===== src/rtl/ioctl_pkg.sv =====
// Shared types and helpers for the ioctl upload/download SDRAM paths.
package ioctl_pkg;

  localparam int IOCTL_AW = 25;
  localparam int SDRAM_WA = 23;

  typedef enum logic [1:0] {
    ST_RESYNC = 2'd0,
    ST_IDLE   = 2'd1,
    ST_HIT    = 2'd2,
    ST_WAIT   = 2'd3
  } state_e;

  // Picks the addressed byte out of a 16-bit SDRAM word (hi = address bit 0).
  function automatic logic [7:0] byte_sel(input logic [15:0] word, input logic hi);
    return hi ? word[15:8] : word[7:0];
  endfunction

endpackage


===== src/rtl/toggle_req_port.sv =====
// Toggle req/ack handshake towards an SDRAM port: request toggle, ack
// synchroniser into clk_sys and a completion pulse.
module toggle_req_port (
  input  logic clk_sys,
  input  logic reset,
  input  logic issue,
  input  logic realign,
  input  logic port_ack,
  output logic port_req,
  output logic done
);

  logic ack_m_q, ack_s_q;
  logic req_q, req_d;
  logic out_q, out_d;

  // NOTE: every always_comb output gets a default first, so no path leaves it
  // unassigned and no latch is inferred.
  always_comb begin
    req_d = req_q;
    out_d = out_q;
    done  = out_q && (ack_s_q == req_q);
    if (realign) begin
      req_d = ack_s_q;
      out_d = 1'b0;
    end else if (issue) begin
      req_d = ~req_q;
      out_d = 1'b1;
    end else if (done) begin
      out_d = 1'b0;
    end
  end

  // NOTE: sequential state is updated with non-blocking assignments only, so
  // every flop samples the pre-edge value of every other flop.
  always_ff @(posedge clk_sys) begin
    if (reset) begin
      ack_m_q <= 1'b0;
      ack_s_q <= 1'b0;
      out_q   <= 1'b0;
    end else begin
      ack_m_q <= port_ack;
      ack_s_q <= ack_m_q;
      out_q   <= out_d;
    end
  end

  // NOTE: req is deliberately not reset; a request may still be in flight in
  // the memory domain, and the owner realigns req to the synchronised ack
  // once it has settled instead of forcing a parity change.
  always_ff @(posedge clk_sys) begin
    req_q <= req_d;
  end

  assign port_req = req_q;

endmodule


===== src/rtl/ioctl_upload_rd.sv =====
// Byte reader for ioctl uploads: fetches 16-bit SDRAM words with a one-word
// cache. Define ACK_TIMEOUT_EN to add the ack watchdog and sticky err flag.
module ioctl_upload_rd
  import ioctl_pkg::*;
#(
  parameter logic [IOCTL_AW-1:0] BASE_ADDR     = 25'h0,
  parameter int                  RESYNC_CYCLES = 8,
  parameter int                  TIMEOUT       = 1023
) (
  input  logic                clk_sys,
  input  logic                reset,
  input  logic                ioctl_upload,
  input  logic                ioctl_rd,
  input  logic [IOCTL_AW-1:0] ioctl_addr,
  output logic [7:0]          ioctl_din,
  output logic                ioctl_din_valid,
  output logic                busy,
  output logic                port_req,
  input  logic                port_ack,
  output logic [SDRAM_WA-1:0] port_a,
  output logic [1:0]          port_ds,
  output logic                port_we,
  input  logic [15:0]         port_q,
  output logic                err
);

  localparam int RC_W = (RESYNC_CYCLES > 1) ? $clog2(RESYNC_CYCLES) : 1;
  localparam logic [RC_W-1:0] RC_LAST = RC_W'(RESYNC_CYCLES - 1);

  state_e              state_q, state_d;
  logic [RC_W-1:0]     cnt_q, cnt_d;
  logic [15:0]         cache_word_q, cache_word_d;
  logic [SDRAM_WA-1:0] cache_wa_q, cache_wa_d;
  logic                cache_valid_q, cache_valid_d;
  logic [SDRAM_WA-1:0] port_a_q, port_a_d;
  logic [1:0]          port_ds_q, port_ds_d;
  logic [7:0]          din_q, din_d;
  logic                valid_q, valid_d;
  logic                upload_q, upload_d;
  logic                drop_q, drop_d;
  logic                issue, realign, done;

  logic [IOCTL_AW-1:0] eff;
  logic [SDRAM_WA-1:0] eff_wa;
  logic                rd_go, upload_fall, hit;

  assign eff         = ioctl_addr + BASE_ADDR;
  assign eff_wa      = eff[SDRAM_WA:1];
  assign rd_go       = ioctl_rd & ioctl_upload;
  assign upload_fall = upload_q & ~ioctl_upload;
  assign hit         = cache_valid_q && (cache_wa_q == eff_wa);

`ifdef ACK_TIMEOUT_EN
  localparam int WD_W = $clog2(TIMEOUT + 1);
  localparam logic [WD_W-1:0] WD_LAST = WD_W'(TIMEOUT - 1);
  logic [WD_W-1:0] wd_q, wd_d;
  logic            err_q, err_d;
`endif

  always_comb begin
    state_d       = state_q;
    cnt_d         = cnt_q;
    cache_word_d  = cache_word_q;
    cache_wa_d    = cache_wa_q;
    cache_valid_d = cache_valid_q;
    port_a_d      = port_a_q;
    port_ds_d     = port_ds_q;
    din_d         = din_q;
    valid_d       = 1'b0;
    upload_d      = ioctl_upload;
    drop_d        = drop_q;
    issue         = 1'b0;
    realign       = 1'b0;
`ifdef ACK_TIMEOUT_EN
    wd_d          = wd_q;
    err_d         = err_q;
`endif

    if (upload_fall) cache_valid_d = 1'b0;

    case (state_q)
      ST_RESYNC: begin
        if (cnt_q == RC_LAST) begin
          realign = 1'b1;
          cnt_d   = '0;
          state_d = ST_IDLE;
        end else begin
          cnt_d = cnt_q + RC_W'(1);
        end
      end
      ST_IDLE: begin
        if (rd_go) begin
          if (hit) begin
            din_d   = byte_sel(cache_word_q, eff[0]);
            valid_d = 1'b1;
            state_d = ST_HIT;
          end else begin
            port_a_d  = eff_wa;
            port_ds_d = {eff[0], ~eff[0]};
            issue     = 1'b1;
            drop_d    = 1'b0;
            state_d   = ST_WAIT;
`ifdef ACK_TIMEOUT_EN
            wd_d      = '0;
`endif
          end
        end
      end
      ST_HIT: state_d = ST_IDLE;
      ST_WAIT: begin
        if (upload_fall) drop_d = 1'b1;
        if (done) begin
          state_d = ST_IDLE;
          // A window closed mid-fetch still consumes the ack but returns nothing.
          if (!drop_q && !upload_fall) begin
            cache_word_d  = port_q;
            cache_wa_d    = port_a_q;
            cache_valid_d = 1'b1;
            din_d         = byte_sel(port_q, port_ds_q[1]);
            valid_d       = 1'b1;
          end
        end
`ifdef ACK_TIMEOUT_EN
        else if (wd_q == WD_LAST) begin
          din_d         = 8'hFF;
          valid_d       = 1'b1;
          err_d         = 1'b1;
          cache_valid_d = 1'b0;
          cnt_d         = '0;
          state_d       = ST_RESYNC;
        end else begin
          wd_d = wd_q + WD_W'(1);
        end
`endif
      end
      default: state_d = ST_RESYNC;
    endcase
  end

  always_ff @(posedge clk_sys) begin
    if (reset) begin
      state_q       <= ST_RESYNC;
      cnt_q         <= '0;
      cache_valid_q <= 1'b0;
      port_a_q      <= '0;
      port_ds_q     <= 2'b01;
      din_q         <= 8'h00;
      valid_q       <= 1'b0;
      upload_q      <= 1'b0;
      drop_q        <= 1'b0;
`ifdef ACK_TIMEOUT_EN
      wd_q          <= '0;
      err_q         <= 1'b0;
`endif
    end else begin
      state_q       <= state_d;
      cnt_q         <= cnt_d;
      cache_valid_q <= cache_valid_d;
      port_a_q      <= port_a_d;
      port_ds_q     <= port_ds_d;
      din_q         <= din_d;
      valid_q       <= valid_d;
      upload_q      <= upload_d;
      drop_q        <= drop_d;
`ifdef ACK_TIMEOUT_EN
      wd_q          <= wd_d;
      err_q         <= err_d;
`endif
    end
  end

  // Cached data is qualified by cache_valid_q, so it needs no reset.
  always_ff @(posedge clk_sys) begin
    cache_word_q <= cache_word_d;
    cache_wa_q   <= cache_wa_d;
  end

  toggle_req_port u_port (
    .clk_sys  (clk_sys),
    .reset    (reset),
    .issue    (issue),
    .realign  (realign),
    .port_ack (port_ack),
    .port_req (port_req),
    .done     (done)
  );

  assign ioctl_din       = din_q;
  assign ioctl_din_valid = valid_q;
  assign busy            = (state_q != ST_IDLE);
  assign port_a          = port_a_q;
  assign port_ds         = port_ds_q;
  assign port_we         = 1'b0;

`ifdef ACK_TIMEOUT_EN
  assign err = err_q;
  logic unused_ok;
  assign unused_ok = &{1'b0, eff[IOCTL_AW-1]};
`else
  assign err = 1'b0;
  logic unused_ok;
  assign unused_ok = &{1'b0, eff[IOCTL_AW-1], (TIMEOUT > 0)};
`endif

endmodule


===== config.mk =====
export PLATFORM = sky130hd
export DESIGN_NAME = ioctl_upload_rd
export DESIGN_NICKNAME = d
export VERILOG_FILES = /design/src/rtl/ioctl_pkg.sv /design/src/rtl/toggle_req_port.sv /design/src/rtl/ioctl_upload_rd.sv
export SDC_FILE = /design/constraint.sdc
export NUM_CORES = 1
export LEC_CHECK = 0
export ABC_AREA = 1
export CORE_MARGIN = 10
export CORE_UTILIZATION = 40
export DETAILED_ROUTE_END_ITERATION = 10
export PLACE_DENSITY = 0.68
export SYNTH_ARGS = -nofsm -noshare
export SYNTH_HDL_FRONTEND = slang
export SYNTH_HIERARCHICAL = 1
export SYNTH_SLANG_ARGS = --single-unit

===== constraint.sdc =====
create_clock -name clk_sys -period 2.3 [get_ports clk_sys]
set_input_delay 0.345 -clock clk_sys [delete_from_list [all_inputs] [get_ports clk_sys]]
set_output_delay 0.345 -clock clk_sys [all_outputs]
set_load 0.03 [all_outputs]

Word level (Yosys, flattened, before mapping) --
Index checks and enable logic that the tools add are counted.
Word-level totals: flip-flop bits (word level) 85, logic and storage cells 86, bits of input ports 46, output and inout bits 38
Operators by class: reduce and logical (&&, ||, !) cells 15, multiplexer cells 35, equal/unequal tests 14, $add $sub $neg 1, bitwise gates (word level) 6
Operators with widths (number):
- 8-bit two-way mux | 6
- 23-bit equality test | 1
- 1-bit two-way mux | 21
- 8-bit case mux with 2 select lines | 1
- 2-bit inequality test, second input constant | 7
- 3-bit AND reduction | 3
- 2-bit case mux with 4 select lines | 1
- 2-bit two-way mux | 3
- 2-bit nonzero test | 3
- 5-bit AND reduction | 1
- 2-bit equality test, second input constant | 2
- 1-bit inverter | 4
- 1-bit case mux with 2 select lines | 2
- 4-bit AND reduction | 1
- 3-bit by 1-bit adder with 3-bit output, second input constant | 1
- 3-bit equality test, second input constant | 1
- 1-bit logical AND | 3
- 3-bit two-way mux | 1
- 1-bit bitwise AND | 2
- 2-bit by 1-bit equality test with 1-bit output, second input constant | 1
- 1-bit logical NOT | 2
- 2-bit logical NOT | 1
- 2-bit by 1-bit inequality test with 1-bit output, second input constant | 1
- 2-bit OR reduction | 1
- 1-bit equality test | 1

Logic depth before layout (Yosys ltp) --
Gate-level depths: netlist of run 1.
depth in word-level cells 7, mapped depth 12, mapped depth without buffers 11

Modules after synthesis --
The synthesis of run 1 kept the hierarchy.
Modules (own cells, without submodules):
- ioctl_upload_rd | cells an instance 416, area an instance 3568.4 µm², times used 1, sequential area each 2011.9 µm²
- toggle_req_port | cells an instance 20, area an instance 171.4 µm², times used 1, sequential area each 90.1 µm²

Worst setup path after synthesis of run 1 --
OpenSTA, ideal clock, no wires.
path kind reg-to-reg, start point register u_port.req_q, in the netlist u_port/port_req, end point register cache_wa_q[0] (enable), arrival 1.894 ns, cell stages (with the launch flop) 6, setup time 0.393 ns, required time 1.907 ns, path buffers 0, setup slack 0.012 ns, cell sequence edfxtp_1 > inv_1 > nand2_1 > a21boi_0 > nand3_1 > inv_1
On the way: cells in the longest elaborated chain, start to end 3
Ends and longest elaborated chain:
- start: declaration | RTL line toggle_req_port.sv:14 | logic req_q, req_d;
- start signal: assignment | RTL line toggle_req_port.sv:52 | req_q <= req_d;
- 1-bit equality test | RTL line toggle_req_port.sv:22 | done = out_q && (ack_s_q == req_q);
- 1-bit logical AND | RTL line toggle_req_port.sv:22
- net done | RTL line ioctl_upload_rd.sv:41 | logic issue, realign, done;
- 3-bit AND reduction (no source line)
- end signal: assignment | RTL line ioctl_upload_rd.sv:175 | cache_wa_q <= cache_wa_d;
- end: declaration | RTL line ioctl_upload_rd.sv:33 | logic [SDRAM_WA-1:0] cache_wa_q, cache_wa_d;
The timed path passes the listed nets, and every way through them passes these cells. A chain may end at the register's enable or synchronous reset.

Final worst setup path of run 1 --
start point register state_q[0], end point output port busy
On the way: cells in the longest elaborated chain, start to end 1
Ends and longest elaborated chain:
- start: declaration | RTL line ioctl_upload_rd.sv:30 | state_e state_q, state_d;
- start signal: assignment | RTL line ioctl_upload_rd.sv:156 | state_q <= state_d;
- 2-bit by 1-bit inequality test with 1-bit output | RTL line ioctl_upload_rd.sv:190 | assign busy = (state_q != ST_IDLE);
- end: declaration | RTL line ioctl_upload_rd.sv:17 | output logic busy,
Every way passes these cells.

==> impl_metrics.env, run 1 <==
export IMPL_row_count=35
export IMPL_power_leakage_nw=2.07
export IMPL_period_needed_ns=1.95
export IMPL_status="completed"
export IMPL_hold_viol=0
export IMPL_fin_hold_ws_ns=0.404
export IMPL_synth_edf_count=40
export IMPL_drc_errors=0
export IMPL_fp_dieW_um=117
export IMPL_postCtsHoldBufs=0
export IMPL_powerDensity_nw_per_um2=611
export IMPL_num_io_pins=84
export IMPL_crit_path_end_kind="primary output"
export IMPL_cts_inserted_buffers=9
export IMPL_first_iter_violations=188
export IMPL_setup_viol=0
export IMPL_synth_area_top_cells="edfxtp_1, dfxtp_1, nand2_1"
export IMPL_design_area_um2=4930
export IMPL_synthToLayoutAreaGrowth_pct=31.8
export IMPL_antenna_found_initial=0
export IMPL_cts_buffer_depth=2
export IMPL_min_period_over_period_pct=85.0
export IMPL_setup_tns_ns=0
export IMPL_startpoint_type="flop"
export IMPL_cts_tree="built"
export IMPL_finalMaxSlewViolations=0
export IMPL_synth_area_per_cell_um2=8.58
export IMPL_relSlewSlack_pct=62.3
export IMPL_netlist_instances=436
export IMPL_grt_usage_pct=13.2
export IMPL_ys_seq_area_share_pct=56.2
export IMPL_routed_wl_mm=9.04
export IMPL_gr_total_overflow=0
export IMPL_numPortBuffers=80
export IMPL_layout_drive_gt1_share_pct=10.4
export IMPL_fmax_ghz=0.512
export IMPL_finalClockSkew_ns=0.0148
export IMPL_grt_max_degree=40
export IMPL_netSwitchingFraction_pct=20.9
export IMPL_n_antenna_cell=0
export IMPL_grt_first_pass_wirelength_mm=14.1
export IMPL_hp_class="flop to flop"
export IMPL_dp_hpwl_mm=6.59
export IMPL_start_util_pct=40.9
export IMPL_gp_congestion=0.796
export IMPL_synth_ff_type="dfxtp_1"
export IMPL_async_flop_share_pct=0
export IMPL_power_switching_mw=0.629
export IMPL_synthMostInstantiatedCell="nand2_1"
export IMPL_cts_setup_buffers=0
export IMPL_grt_pass1_vias=2951
export IMPL_synthTopCellsByCount="nand2_1, nor2_1, inv_1"
export IMPL_vias_per_cell=4.66
export IMPL_comb_power_share_pct=6.7
export IMPL_crit_type="flop to primary output"
export IMPL_dieArea_um2=13600
export IMPL_die_height_um=117
export IMPL_synth_cell_area_um2=3740
export IMPL_synth_top_cell_area_share_pct=32.1
export IMPL_path_clk_slew_ns=0.08
export IMPL_h_tree_depth=3
export IMPL_pwr_share_clk_pct=40.5
export IMPL_core_um2=9150
export IMPL_final_nets=573
export IMPL_place_area_um2=4680
export IMPL_maxCapViolCount=0
export IMPL_cts_sink_count=85
export IMPL_worst_slew_pin_transition_ns=0.563
export IMPL_worstSkewPairLatency_ns=0.36
export IMPL_post_route_util_pct=53.8
export IMPL_post_cts_resized=0
export IMPL_first_pass_iters=4
export IMPL_synth_seq_cells=85
export IMPL_yosysUniqueCellTypes=34
export IMPL_rsz0062_at_grt="no"
export IMPL_p_int_mw=2.38
export IMPL_vias=2986
export IMPL_critPathMaxFanout=3
export IMPL_wl_per_cell_um=14.1
export IMPL_yosysTopAreaCell="edfxtp_1"
export IMPL_critical_path_required_ns=1.96
export IMPL_yosysWarnings=6
export IMPL_irDropWorstVdd_v=0.000253
export IMPL_seq_power_share_pct=52.8
export IMPL_root_buffer="clkbuf_8"
export IMPL_arrival_ns=1.61
export IMPL_drtAntennaViolNets=0
## placed cells by master (no fill, tap or decap), types with 2 or more instances in the layout
cell type,Yosys,layout
a21oi_1,4,4
buf_4,2,9
clkbuf_16,0,4
clkbuf_8,0,10
clkdlybuf4s50_1,0,80
conb_1,1,2
dfxtp_1,45,45
edfxtp_1,40,40
ha_1,2,2
inv_1,63,63
mux2i_1,8,8
nand2_1,85,85
nand3_1,10,10
nor2_1,84,84
nor2_2,21,21
o21ai_0,18,18
o21ai_1,19,19
o22ai_1,8,8
## through the flow
stage / std cells / total power, mW / setup WS [ns]
after floorplan: 437 / 1.71 / 0.0125
after global placement: 625 / 1.82 / 0.0826
after detailed placement: 625 / 1.83 / 0.0706
after CTS: 641 / 3.04 / 0.307
after global routing: 641 / 3.12 / 0.220
final: 641 / 3.01 / 0.345
## cell type report
class,count,area [µm²]
clock buffers,16,246
well taps,111,139
repair buffers,90,888
inverters,65,246
fillers,830,4220
multi-input cells,274,1310
flip-flops and latches,85,2100
## power groups by stage
stage / registers [mW] / logic [mW] / clock network [mW]
after CTS: 1.59 / 0.205 / 1.25
after global routing: 1.59 / 0.224 / 1.30
after global placement: 1.62 / 0.200 / 0
after detailed placement: 1.62 / 0.203 / 0
final: 1.59 / 0.203 / 1.22
after floorplan: 1.63 / 0.0859 / 0
## path summary, 6_finish.rpt
kind                    from              to  slack, ns  cells after the start
max               state_q[0]            busy       0.35                      4
min           u_port/ack_m_q  u_port/ack_s_q       0.40                      2
max reg2reg  u_port/port_req  cache_wa_q[22]       0.36                      6
min reg2reg   u_port/ack_m_q  u_port/ack_s_q       0.40                      2
## worst max-delay path, cell delays in order, from the launching register on
cell	delay, ns
dfxtp_1	0.35
inv_1	0.05
nor2_1	0.20
inv_1	0.07
clkdlybuf4s50_1	0.60
## registers in the layout, indices dropped and copies added, names as in the netlist
signal	cells
u_port/ack_m_q	1
u_port/port_req	1
cnt_q	3
drop_q	1
u_port/ack_s_q	1
ioctl_din	8
u_port/out_q	1
ioctl_din_valid	1
upload_q	1
cache_word_q	16
cache_wa_q	23
port_a	23
port_ds	2
cache_valid_q	1
state_q	2
## logic make-up after synthesis
logic type | after synthesis | share of synthesized area (%)
fa+ha+maj | 2 | 0.669
buf+inv | 78 | 8.97
compound gates | 53 | 7.66
other cells | 1 | 0.100
simple gates | 209 | 24.3
flops | 85 | 56.2
mux | 8 | 2.14
## routing by layer
layer | vias up | track usage [%] | share of wire [%]
met1 | 1360 | 15.2 | 43
li1 | 1545 | - | -
met4 | 0 | 6.67 | 2.0
met3 | 15 | 3.18 | 6.1
met2 | 66 | 22.5 | 49
met5 | - | 0 | 0
Power figures use the tool's default switching activity.
==> run 2, diff against run 1 <==
PLACE_DENSITY = 0.7   (was 0.68)
clock period = 1.71 ns   (was 2.3 ns; I/O delays follow)
==> run 2 against run 1 <==
Net effect:
- critical path depth down 3
- final cell count up 1.6%
- clock power is 5% higher
- global-route usage is 0.46 points higher
==> impl_metrics.env, run 2 (same netlist as run 1, synthesis figures left out) <==
export IMPL_setup_viol=0
export IMPL_rsz0062_at_grt="yes"
export IMPL_finalClockSkew_ns=0.0122
export IMPL_vias=3030
export IMPL_numPortBuffers=80
export IMPL_worstSkewPairLatency_ns=0.35
export IMPL_grt_max_degree=28
export IMPL_root_buffer="clkbuf_8"
export IMPL_cp_slowest_stage_delay_ns=0.69
export IMPL_first_pass_iters=4
export IMPL_maxCapViolCount=0
export IMPL_hp_class="flop to flop"
export IMPL_critical_path_required_ns=1.45
export IMPL_finalMaxSlewViolations=0
export IMPL_first_iter_violations=148
export IMPL_fmax_ghz=0.605
export IMPL_die_height_um=117
export IMPL_path_clk_slew_ns=0.08
export IMPL_crit_family="buffers and inverters"
export IMPL_h_tree_depth=3
export IMPL_postCtsHoldBufs=0
export IMPL_crit_type="flop to primary output"
export IMPL_grt_usage_pct=13.7
export IMPL_cts_tree="built"
export IMPL_dieArea_um2=13600
export IMPL_critPathMaxFanout=3
export IMPL_row_count=35
export IMPL_synthToLayoutAreaGrowth_pct=35.1
export IMPL_crit_path_end_kind="primary output"
export IMPL_total_power_mw=3.70
export IMPL_gr_total_overflow=0
export IMPL_min_period_over_period_pct=96.7
export IMPL_fp_dieW_um=117
export IMPL_irDropWorstVdd_v=0.000320
export IMPL_power_leakage_nw=2.37
export IMPL_crit_buf_inv=1
export IMPL_status="completed"
export IMPL_gp_congestion=0.848
export IMPL_setup_tns_ns=0
export IMPL_drtAntennaViolNets=0
export IMPL_core_um2=9150
export IMPL_dp_hpwl_mm=7.04
export IMPL_final_cells=651
export IMPL_final_nets=583
export IMPL_period_needed_ns=1.65
export IMPL_fin_hold_ws_ns=0.422
export IMPL_wl_per_cell_um=14.2
export IMPL_n_antenna_cell=0
export IMPL_routed_wl_mm=9.24
export IMPL_n_fill_cell=826
export IMPL_grt_first_pass_wirelength_mm=14.7
export IMPL_antenna_found_initial=0
export IMPL_grt_pass1_vias=3005
export IMPL_arrival_ns=1.40
export IMPL_layout_drive_gt1_share_pct=13.9
export IMPL_powerDensity_nw_per_um2=733
export IMPL_cts_buffer_depth=2
export IMPL_worst_path_max_delay_cell="clkdlybuf4s50_1"
export IMPL_startpoint_type="flop"
export IMPL_cts_sink_count=85
export IMPL_vias_per_cell=4.65
export IMPL_cp_cell_sequence="clkdlybuf4s50_1"
export IMPL_cts_inserted_buffers=9
export IMPL_drc_errors=0
export IMPL_layout_common_cells="nand2_1, nor2_1, inv_1"
export IMPL_start_util_pct=40.9
export IMPL_post_route_util_pct=55.2
export IMPL_placed_cells=634
export IMPL_num_io_pins=84
export IMPL_hold_viol=0
export IMPL_ff2ff_setup_slack_ns=0.07
==> run 2: cell types whose count changed in the layout (fill, tap and decap cells not counted), sizes merged <==
cell           change
clkdlybuf4s50     -22
dlymetal6s2s      +13
buf               +10
clkinvlp           +2
dlygate4sd2        +9
clkbuf             -5
clkinv             +3
==> run 2: report_power, final <==
| group | switching, mW | internal, mW |
|---|---|---|
| sequential | 0.00818 | 2.13 |
| combinational | 0.134 | 0.154 |
| clock | 0.709 | 0.571 |
==> run 2: metrics by stage <==
step	cell area, µm²	worst slack (ns)
6_report	5050	0.0569
5_1_grt	5050	-0.0460
4_1_cts	4960	0.00391
3_5_place_dp	4800	-0.341
3_3_place_gp	4800	-0.291
2_1_floorplan	3770	-0.125
==> run 2: area by class of cell <==
class / instances / area, µm² / share of cell area (%)
timing repair buffer: 100 / 1030 / 20.5
tap: 111 / 139 / 2.75
clock inverter: 5 / 35.0 / 0.694
inverter: 65 / 255 / 5.05
multi-input combinational: 274 / 1350 / 26.6
sequential: 85 / 2100 / 41.6
clock buffer: 11 / 141 / 2.80
==> run 2: path summary, 6_finish.rpt <==
| kind | end | startpoint | cells after the start |
|---|---|---|---|
| setup / recovery | port_a[17] | port_a[17] | 1 |
| hold / removal | u_port/ack_s_q | u_port/ack_m_q | 2 |
| hold reg to reg | u_port/ack_s_q | u_port/ack_m_q | 2 |
| setup reg to reg | u_port/port_req | cache_wa_q[2] | 9 |
==> run 2: timing repair <==
item / CTS / global route
buffers inserted: 0 / 1
pin swaps: 0 / 6
gates resized for setup: 9 / 27
setup endpoints to repair: 9 / 48
==> run 2: metal layers <==
layer	wire, µm	track usage (%)
met1	4010	16.2
met3	481	3.70
met4	178	5.27
met2	4570	23.2
met5	0	0
==> run 3, diff against run 2 <==
ABC_CLOCK_PERIOD_IN_PS = 1710   (was not set)
TNS_END_PERCENT = 5   (was not set)
==> run 3 against run 2 <==
Net effect:
- critical path depth grew 10
- design area grew 0.52%
- maximum frequency shrank 0.92%
- largest cell class unchanged
- largest power group unchanged
==> impl_metrics.env, run 3 (same netlist as run 1, synthesis figures left out) <==
export IMPL_powerDensity_nw_per_um2=735
export IMPL_irDropWorstVdd_v=0.000479
export IMPL_n_antenna_cell=0
export IMPL_finalClockSkew_ns=0.0142
export IMPL_grt_max_degree=35
export IMPL_vias=3051
export IMPL_critical_path_required_ns=1.81
export IMPL_routed_wl_mm=9.17
export IMPL_vias_per_cell=4.69
export IMPL_status="completed"
export IMPL_h_tree_depth=3
export IMPL_drtAntennaViolNets=0
export IMPL_layout_drive_gt1_share_pct=14.4
export IMPL_layout_common_cells="nand2_1, nor2_1, inv_1"
export IMPL_grt_pass1_vias=3122
export IMPL_crit_path_end_kind="flop"
export IMPL_cp_cell_sequence="clkdlybuf4s50_1 -> inv_1 -> nand2_1 -> nand2_1 -> nor2_1 -> nand2_1 -> nor2_4 -> nand3_4 -> nand2_8 -> inv_4 -> or2_2"
export IMPL_rsz0062_at_grt="yes"
export IMPL_gr_total_overflow=0
export IMPL_cts_setup_buffers=0
export IMPL_worst_path_max_delay_cell="clkdlybuf4s50_1"
export IMPL_cts_inserted_buffers=9
export IMPL_min_period_over_period_pct=97.6
export IMPL_dp_hpwl_mm=6.82
export IMPL_drc_errors=0
export IMPL_arrival_ns=1.77
export IMPL_die_height_um=117
export IMPL_cp_slowest_stage_delay_ns=0.51
export IMPL_worstSkewPairLatency_ns=0.34
export IMPL_numPortBuffers=80
export IMPL_fp_dieW_um=117
export IMPL_n_fill_cell=823
export IMPL_post_route_util_pct=55.5
export IMPL_ff2ff_setup_slack_ns=0.07
export IMPL_path_clk_slew_ns=0.08
export IMPL_first_pass_iters=4
export IMPL_setup_viol=0
export IMPL_hp_class="input port to flop"
export IMPL_crit_type="input port to flop"
export IMPL_root_buffer="clkbuf_8"
export IMPL_antenna_found_initial=0
export IMPL_cts_tree="built"
export IMPL_wl_per_cell_um=14.1
export IMPL_fmax_ghz=0.599
export IMPL_critPathMaxFanout=3
export IMPL_cts_buffer_depth=2
export IMPL_gp_congestion=0.800
export IMPL_start_util_pct=40.9
export IMPL_power_leakage_nw=2.53
export IMPL_startpoint_type="input port"
export IMPL_synthToLayoutAreaGrowth_pct=35.8
export IMPL_cts_sink_count=85
export IMPL_dieArea_um2=13600
export IMPL_final_common_cell="nand2_1"
export IMPL_core_um2=9150
export IMPL_grt_usage_pct=13.2
export IMPL_finalMaxSlewViolations=0
export IMPL_maxCapViolCount=0
export IMPL_total_power_mw=3.73
export IMPL_crit_top_cell="nand2_1"
export IMPL_first_iter_violations=147
export IMPL_setup_tns_ns=0
export IMPL_final_nets=583
export IMPL_crit_family="simple AND/OR/NAND/NOR gates"
export IMPL_row_count=35
export IMPL_hold_viol=0
export IMPL_postCtsHoldBufs=0
export IMPL_period_needed_ns=1.67
export IMPL_num_io_pins=84
export IMPL_crit_buf_inv=3
export IMPL_grt_first_pass_wirelength_mm=14.3
==> run 3: changes by cell type in the layout (fill, tap and decap cells not counted), moves of 2 or more <==
cell             previous run  this run
dlymetal6s2s_1             13        28
clkdlybuf4s50_1            58        46
dlygate4sd2_1               9         6
inv_4                       0         3
nor2_1                     81        78
nor2_2                     22        25
buf_12                      4         2
buf_4                      13        15
clkinv_2                    2         0
nand2_2                     5         3
==> run 3: layout make-up <==
cell class,instances,area (µm²),share of cell area [%]
Sequential cell,85,2100,41.4
Timing Repair Buffer,100,1050,20.7
Clock buffer,11,151,2.98
Clock inverter,5,32.5,0.641
Tap cell,111,139,2.74
Multi-Input combinational cell,274,1350,26.6
Inverter,65,250,4.93
==> run 3: tightest hold or removal path: stages <==
cell,delay (ns)
dlymetal6s2s_1,0.13
o21ai_1,0.09
nor2_1,0.07
==> run 3: path summary, 6_finish.rpt <==
| path | startpoint | end | cells past startpoint |
|---|---|---|---|
| setup / recovery | ioctl_addr[14] | u_port/port_req | 11 |
| hold / removal | ioctl_addr[18] | port_a[17] | 3 |
| setup reg to reg | cache_wa_q[0] | u_port/port_req | 9 |
| hold reg to reg | u_port/ack_m_q | u_port/ack_s_q | 2 |
==> run 3: timing repair <==
item                                    4_1_cts  5_1_grt
endpoints found under the setup margin        7       54
pin swaps                                     0       19
gates resized for setup                       6       43
==> run 3: routing by layer <==
layer,part of all wire [%],vias up,global-route usage (%)
met5,0,-,0
met1,44,1418,15.5
met4,1.9,0,5.19
li1,-,1568,-
met3,3.6,11,2.47
met2,51,54,23.2
==> run 3: where the power goes <==
part / switching (mW) / leakage [nW] / internal [mW]
clock: 0.703 / 0.0938 / 0.607
sequential: 0.00824 / 0.760 / 2.13
combinational: 0.134 / 1.68 / 0.153
total: 0.845 / 2.53 / 2.89
==> run 3: per-stage QoR <==
step	hold WS [ns]	instance area, µm²	worst slack [ns]	instances
after floorplan	0.328	3760	-0.125	437
after global placement	0.396	4790	-0.331	635
after detailed placement	0.396	4790	-0.350	635
after CTS	0.408	4960	-0.000355	651
after global routing	0.249	5080	-0.0799	651
final	0.239	5080	0.0416	651
